===== src/rtl/camera_capture.sv =====
// Pairs camera bytes into RGB565 pixels and writes exactly one frame per shutter press.
// Optional CAPTURE_LINE_CHECK_EN counts captured lines whose pixel count is not H_ACTIVE.
module camera_capture #(
  parameter int H_ACTIVE = 640,
  parameter int V_ACTIVE = 480,
  parameter int ADDR_W   = 19
) (
  input  logic              clk,
  input  logic              reset,
  input  logic              fpga_href,
  input  logic              fpga_vsync,
  input  logic [7:0]        fpga_data,
  input  logic              fpga_shutter,
  output logic              wr_en,
  output logic [ADDR_W-1:0] wr_addr,
  output logic [15:0]       wr_data,
  output logic              busy,
  output logic              frame_done,
  output logic [7:0]        err_lines
);
  localparam int XW = $clog2(H_ACTIVE + 2);
  localparam int YW = $clog2(V_ACTIVE + 1);
  localparam logic [XW-1:0]     X_MAX     = XW'(H_ACTIVE);
  localparam logic [YW-1:0]     Y_MAX     = YW'(V_ACTIVE);
  localparam logic [ADDR_W-1:0] ADDR_LAST = ADDR_W'(H_ACTIVE * V_ACTIVE - 1);

  typedef enum logic [2:0] {IDLE, ARMED, SYNC, CAPTURE, DONE} state_t;

  state_t              state_q, state_d;
  logic                href_q, href_d, href_p_q, href_p_d;
  logic                vsync_q, vsync_d, vsync_p_q, vsync_p_d;
  logic [7:0]          data_q, data_d, hi_q, hi_d;
  logic                sh_meta_q, sh_meta_d, sh_sync_q, sh_sync_d, sh_prev_q, sh_prev_d;
  logic [XW-1:0]       x_q, x_d;
  logic [YW-1:0]       y_q, y_d;
  logic [ADDR_W-1:0]   addr_q, addr_d, wr_addr_q, wr_addr_d;
  logic                phase_q, phase_d, wr_en_q, wr_en_d;
  logic [15:0]         wr_data_q, wr_data_d;
  logic                sh_rise, vs_rise, vs_fall, href_fall, pix_fire;

  assign sh_rise   = sh_sync_q & ~sh_prev_q;
  assign vs_rise   = vsync_q & ~vsync_p_q;
  assign vs_fall   = ~vsync_q & vsync_p_q;
  assign href_fall = ~href_q & href_p_q;
  // A vsync rise ends the frame and wins over any byte arriving on the same cycle.
  assign pix_fire  = (state_q == CAPTURE) && !vs_rise && href_q && phase_q;

  always_comb begin
    href_d    = fpga_href;
    href_p_d  = href_q;
    vsync_d   = fpga_vsync;
    vsync_p_d = vsync_q;
    data_d    = fpga_data;
    sh_meta_d = fpga_shutter;
    sh_sync_d = sh_meta_q;
    sh_prev_d = sh_sync_q;
    state_d   = state_q;
    x_d       = x_q;
    y_d       = y_q;
    addr_d    = addr_q;
    phase_d   = phase_q;
    hi_d      = hi_q;
    wr_en_d   = 1'b0;
    wr_addr_d = wr_addr_q;
    wr_data_d = wr_data_q;
    case (state_q)
      IDLE:  if (sh_rise) state_d = ARMED;
      ARMED: if (vs_rise) state_d = SYNC;
      SYNC: begin
        x_d     = '0;
        y_d     = '0;
        addr_d  = '0;
        phase_d = 1'b0;
        if (vs_fall) state_d = CAPTURE;
      end
      CAPTURE: begin
        if (vs_rise) begin
          state_d = DONE;
        end else if (href_q) begin
          phase_d = ~phase_q;
          if (!phase_q) begin
            hi_d = data_q;
          end else begin
            if (x_q < X_MAX && y_q < Y_MAX) begin
              wr_en_d   = 1'b1;
              wr_addr_d = addr_q;
              wr_data_d = {hi_q, data_q};
              if (addr_q != ADDR_LAST) addr_d = addr_q + 1'b1;
            end
            if (x_q < X_MAX) x_d = x_q + 1'b1;
          end
        end else if (href_fall) begin
          x_d     = '0;
          phase_d = 1'b0;
          if (y_q < Y_MAX) y_d = y_q + 1'b1;
        end
      end
      DONE:    state_d = IDLE;
      default: state_d = IDLE;
    endcase
  end

  always_ff @(posedge clk) begin
    if (!reset) begin
      state_q   <= IDLE;
      href_q    <= 1'b0;
      href_p_q  <= 1'b0;
      vsync_q   <= 1'b0;
      vsync_p_q <= 1'b0;
      data_q    <= '0;
      hi_q      <= '0;
      sh_meta_q <= 1'b0;
      sh_sync_q <= 1'b0;
      sh_prev_q <= 1'b0;
      x_q       <= '0;
      y_q       <= '0;
      addr_q    <= '0;
      phase_q   <= 1'b0;
      wr_en_q   <= 1'b0;
      wr_addr_q <= '0;
      wr_data_q <= '0;
    end else begin
      state_q   <= state_d;
      href_q    <= href_d;
      href_p_q  <= href_p_d;
      vsync_q   <= vsync_d;
      vsync_p_q <= vsync_p_d;
      data_q    <= data_d;
      hi_q      <= hi_d;
      sh_meta_q <= sh_meta_d;
      sh_sync_q <= sh_sync_d;
      sh_prev_q <= sh_prev_d;
      x_q       <= x_d;
      y_q       <= y_d;
      addr_q    <= addr_d;
      phase_q   <= phase_d;
      wr_en_q   <= wr_en_d;
      wr_addr_q <= wr_addr_d;
      wr_data_q <= wr_data_d;
    end
  end

`ifdef CAPTURE_LINE_CHECK_EN
  // px counts completed pixels in the current line, saturating one past H_ACTIVE.
  localparam logic [XW-1:0] PX_SAT = XW'(H_ACTIVE + 1);
  logic [XW-1:0] px_q, px_d;
  logic [7:0]    err_q, err_d;

  always_comb begin
    px_d  = px_q;
    err_d = err_q;
    if (state_q == ARMED && vs_rise) err_d = '0;
    if (state_q == SYNC) px_d = '0;
    if (pix_fire && px_q != PX_SAT) px_d = px_q + 1'b1;
    if (state_q == CAPTURE && !vs_rise && !href_q && href_fall) begin
      px_d = '0;
      if (y_q < Y_MAX && px_q != X_MAX && err_q != 8'hFF) err_d = err_q + 8'd1;
    end
  end

  always_ff @(posedge clk) begin
    if (!reset) begin
      px_q  <= '0;
      err_q <= '0;
    end else begin
      px_q  <= px_d;
      err_q <= err_d;
    end
  end

  assign err_lines = err_q;
`else
  assign err_lines = 8'd0;
`endif

  assign wr_en      = wr_en_q;
  assign wr_addr    = wr_addr_q;
  assign wr_data    = wr_data_q;
  assign busy       = (state_q == ARMED) || (state_q == SYNC) || (state_q == CAPTURE);
  assign frame_done = (state_q == DONE);
endmodule


===== config.mk =====
export PLATFORM = sky130hd
export DESIGN_NAME = camera_capture
export DESIGN_NICKNAME = d
export VERILOG_FILES = /design/src/rtl/camera_capture.sv
export SDC_FILE = /design/constraint.sdc
export NUM_CORES = 1
export LEC_CHECK = 0
export ABC_CLOCK_PERIOD_IN_PS = 1730
export CORE_MARGIN = 10
export CORE_UTILIZATION = 49
export DETAILED_ROUTE_END_ITERATION = 10
export PLACE_DENSITY_LB_ADDON = 0.08
export SLEW_MARGIN = 20
export SYNTH_ARGS = -nofsm -noshare
export SYNTH_HDL_FRONTEND = slang
export SYNTH_SLANG_ARGS = --single-unit

===== constraint.sdc =====
create_clock -name clk -period 1.73 [get_ports clk]
set_input_delay 0.2595 -clock clk [delete_from_list [all_inputs] [get_ports clk]]
set_output_delay 0.2595 -clock clk [all_outputs]
set_load 0.05 [all_outputs]

==> flow_summary.json <==
{
  "status": "complete, no violations",
  "netlist_area_mm2": 0.00434,
  "nets": 626,
  "postSynth.asyncResetShare": 0,
  "cpPeakStageDelay_ns": 0.38,
  "arrival_ns": 1.96,
  "die_x_um": 114,
  "ios": 59,
  "drive_above_1_share": 0.280,
  "ys_types": 62,
  "synth_largest_area_cell": "dfxtp_1",
  "setup_tns_ns": 0,
  "start_util": 0.500,
  "gp_congestion": 0.827,
  "h-tree-depth": 3,
  "dieArea_mm2": 0.0130,
  "yosysMostFrequentCell": "dfxtp_1",
  "topRoutingLayerUsed": "met4",
  "max_slew_margin": 0.622,
  "setup_slack_ns": 0.0383,
  "critPathKind": "reg2reg",
  "rr_worst_depth": 7,
  "finalMaxSlewViolations": 0,
  "critPathBufInv": 1,
  "synth_edf_count": 0,
  "min_delay_path_depth": 2,
  "leakage_uw": 0.00219,
  "netlist_top_cells_area": "dfxtp_1 (47%), nand2_1 (8.0%), a21oi_1 (5.4%), nor2_1 (3.3%), mux2i_1 (2.8%)",
  "io_buffers": 50,
  "vdd_drop_max_v": 0.000438,
  "cp_num_cells": 7,
  "hold_end": "data_q[7]$_SDFF_PN0_",
  "grt_max_degree": 53,
  "num-fill-cells": 764,
  "hold_viol": 0,
  "synth_top_area_frac": 0.466,
  "synthToLayoutAreaGrowth_pct": 30.8,
  "n_antenna_cell": 0,
  "grt_pass1_vias": 3847,
  "maxCapViolations": 0,
  "ys_seq_area_frac": 0.466,
  "vias": 3921,
  "cts_root_buf": "clkbuf_8",
  "grt_use_total": 0.165,
  "synth_common_cells": "dfxtp_1 (101), nand2_1 (92), a21oi_1 (47), nor2_1 (38), and2_1 (18)",
  "slowest_stage": "dfxtp_4",
  "critical_path.top_delay_family": "compound AO/OA/AOI/OAI gates",
  "finalCriticalPeriod_ns": 1.69,
  "overflow": 0,
  "dr.pass1.iters": 4,
  "setup_viol": 0,
  "synthCells": 503,
  "r2r_end": "addr_q[18]$_SDFFE_PN0P_",
  "antenna_found_initial": 0,
  "grt_pass1_wl_mm": 18.2,
  "r2r_slack_ns": 0.04,
  "rsz0062_at_grt": "yes",
  "required_ns": 2.00,
  "rows": 34,
  "hpwl_mm": 7.47,
  "synth.avg_cell_area_um2": 8.63,
  "hp-class": "in2reg",
  "fmax_mhz": 591,
  "rr_startpoint": "addr_q[0]$_SDFFE_PN0P_",
  "routed-wl-met2_mm": 5.35,
  "ys.flop_type": "dfxtp_1",
  "drt-vias-per-instance": 5.42,
  "p_total_uw": 4030,
  "end_kind": "flip-flop",
  "remaining_drc_errors": 0,
  "clock_latency_ns": 0.38,
  "max_slew.worst_pin.slew_ns": 0.567,
  "powerDensity_mw_per_mm2": 710,
  "worstHoldStart": "fpga_data[7]",
  "pre_cts_ws_ns": -0.0607,
  "yosys_register_bits": 101,
  "wl_met1_mm": 4.91,
  "cp-start-kind": "flip-flop",
  "yosysWarnings": 0,
  "clk_path_buf_depth": 2,
  "clkSinkCount": 101,
  "core_mm2": 0.00868,
  "cts_buffers": 9,
  "drt.antenna.violating_nets": 0,
  "die_height_um": 114,
  "crit_chain": "ha_4 > nand3_4 > nor4_4 > buf_6 > a31oi_1 > o311ai_1 > o31ai_1",
  "wl_met3_um": 731,
  "finalClockSkew_ns": 0.0143,
  "drtIter0Drc": 192,
  "tritoncts": "yes",
  "clkTransAtPathRegs_ns": 0.11,
  "crit_fanout": 5,
  "ctsHoldBuffers": 0,
  "wire_per_inst_um": 15.3,
  "fin_crit_sh": 0.978,
  "wirelength_mm": 11.1
}
## timing repair
| item | 4_1_cts | 5_1_grt |
|---|---|---|
| endpoints found under the setup margin | 10 | 49 |
| pin swaps | 1 | 11 |
| resized for setup | 4 | 33 |
| buffers inserted | 0 | 16 |
| gates cloned | 0 | 1 |
## state kept, by name, indices dropped and copies added (netlist names), 3 cells and up
signal / cells
state_q: 3
y_q: 9
wr_addr: 19
data_q: 8
hi_q: 8
addr_q: 19
wr_data: 16
x_q: 10
## metal layers
metal | GRT usage | vias up
li1 | - | 1971
met1 | 0.204 | 1846
met2 | 0.273 | 96
met3 | 0.0514 | 8
met4 | 0.0393 | 0
met5 | 0 | -
## layout make-up
cell class	count	area, µm²	share of cell area
well taps	108	135	0.0238
inverters	4	15.0	0.00264
clock inverters	6	67.6	0.0119
flip-flops and latches	101	2040	0.359
multi-input cells	370	2260	0.398
repair buffers	124	1040	0.182
clock buffers	10	128	0.0225
## stage by stage
stage	cells	util	hold WS [ns]	area [µm²]
finish	723	0.654	0.450	5680
global route	723	0.654	0.453	5680
CTS	706	0.623	0.439	5410
detailed placement	690	0.599	0.438	5190
global placement	690	0.599	0.439	5190
floorplan	510	-	0.387	4370
## cells by family after synthesis
logic type / count (synthesis) / synth area share
other: 1 / 0.000864
AND/OR/NAND/NOR: 231 / 0.272
XOR/XNOR: 5 / 0.0101
buffers and inverters: 39 / 0.0493
adder cells (fa/ha/maj): 3 / 0.00865
multiplexers: 13 / 0.0303
AO/OA/AOI/OAI: 110 / 0.163
flip-flops: 101 / 0.466
## worst max-delay path by stage
stage	slack, ns	start	end
after floorplan	0.04	addr_q[1]$_SDFFE_PN0P_	addr_q[9]$_SDFFE_PN0P_
after global placement	-0.04	x_q[8]$_SDFFE_PN0P_	addr_q[1]$_SDFFE_PN0P_
after detailed placement	-0.06	x_q[8]$_SDFFE_PN0P_	addr_q[1]$_SDFFE_PN0P_
after CTS	0.007	addr_q[9]$_SDFFE_PN0P_	addr_q[7]$_SDFFE_PN0P_
after global routing	-0.05	state_q[2]$_SDFFE_PN0P_	addr_q[15]$_SDFFE_PN0P_
final	0.04	addr_q[0]$_SDFFE_PN0P_	addr_q[18]$_SDFFE_PN0P_
## where the power goes
| part | internal (µW) | switching, µW |
|---|---|---|
| clock network | 567 | 898 |
| registers | 2340 | 11.5 |
| logic | 77.7 | 137 |
| total | 2980 | 1050 |
## layout by cell type, fill, tap and decap left out, types with 9 or more instances in the layout
master / count
o21ai_0: 13
and2_1: 18
buf_4: 102
clkdlybuf4s50_1: 12
a21oi_1: 45
nor2_1: 37
nand2b_1: 10
clkbuf_8: 9
nand3_1: 16
and3_1: 9
nand2_1: 91
mux2i_1: 12
dfxtp_1: 94
No activity file was read; power rests on OpenSTA's default activity.
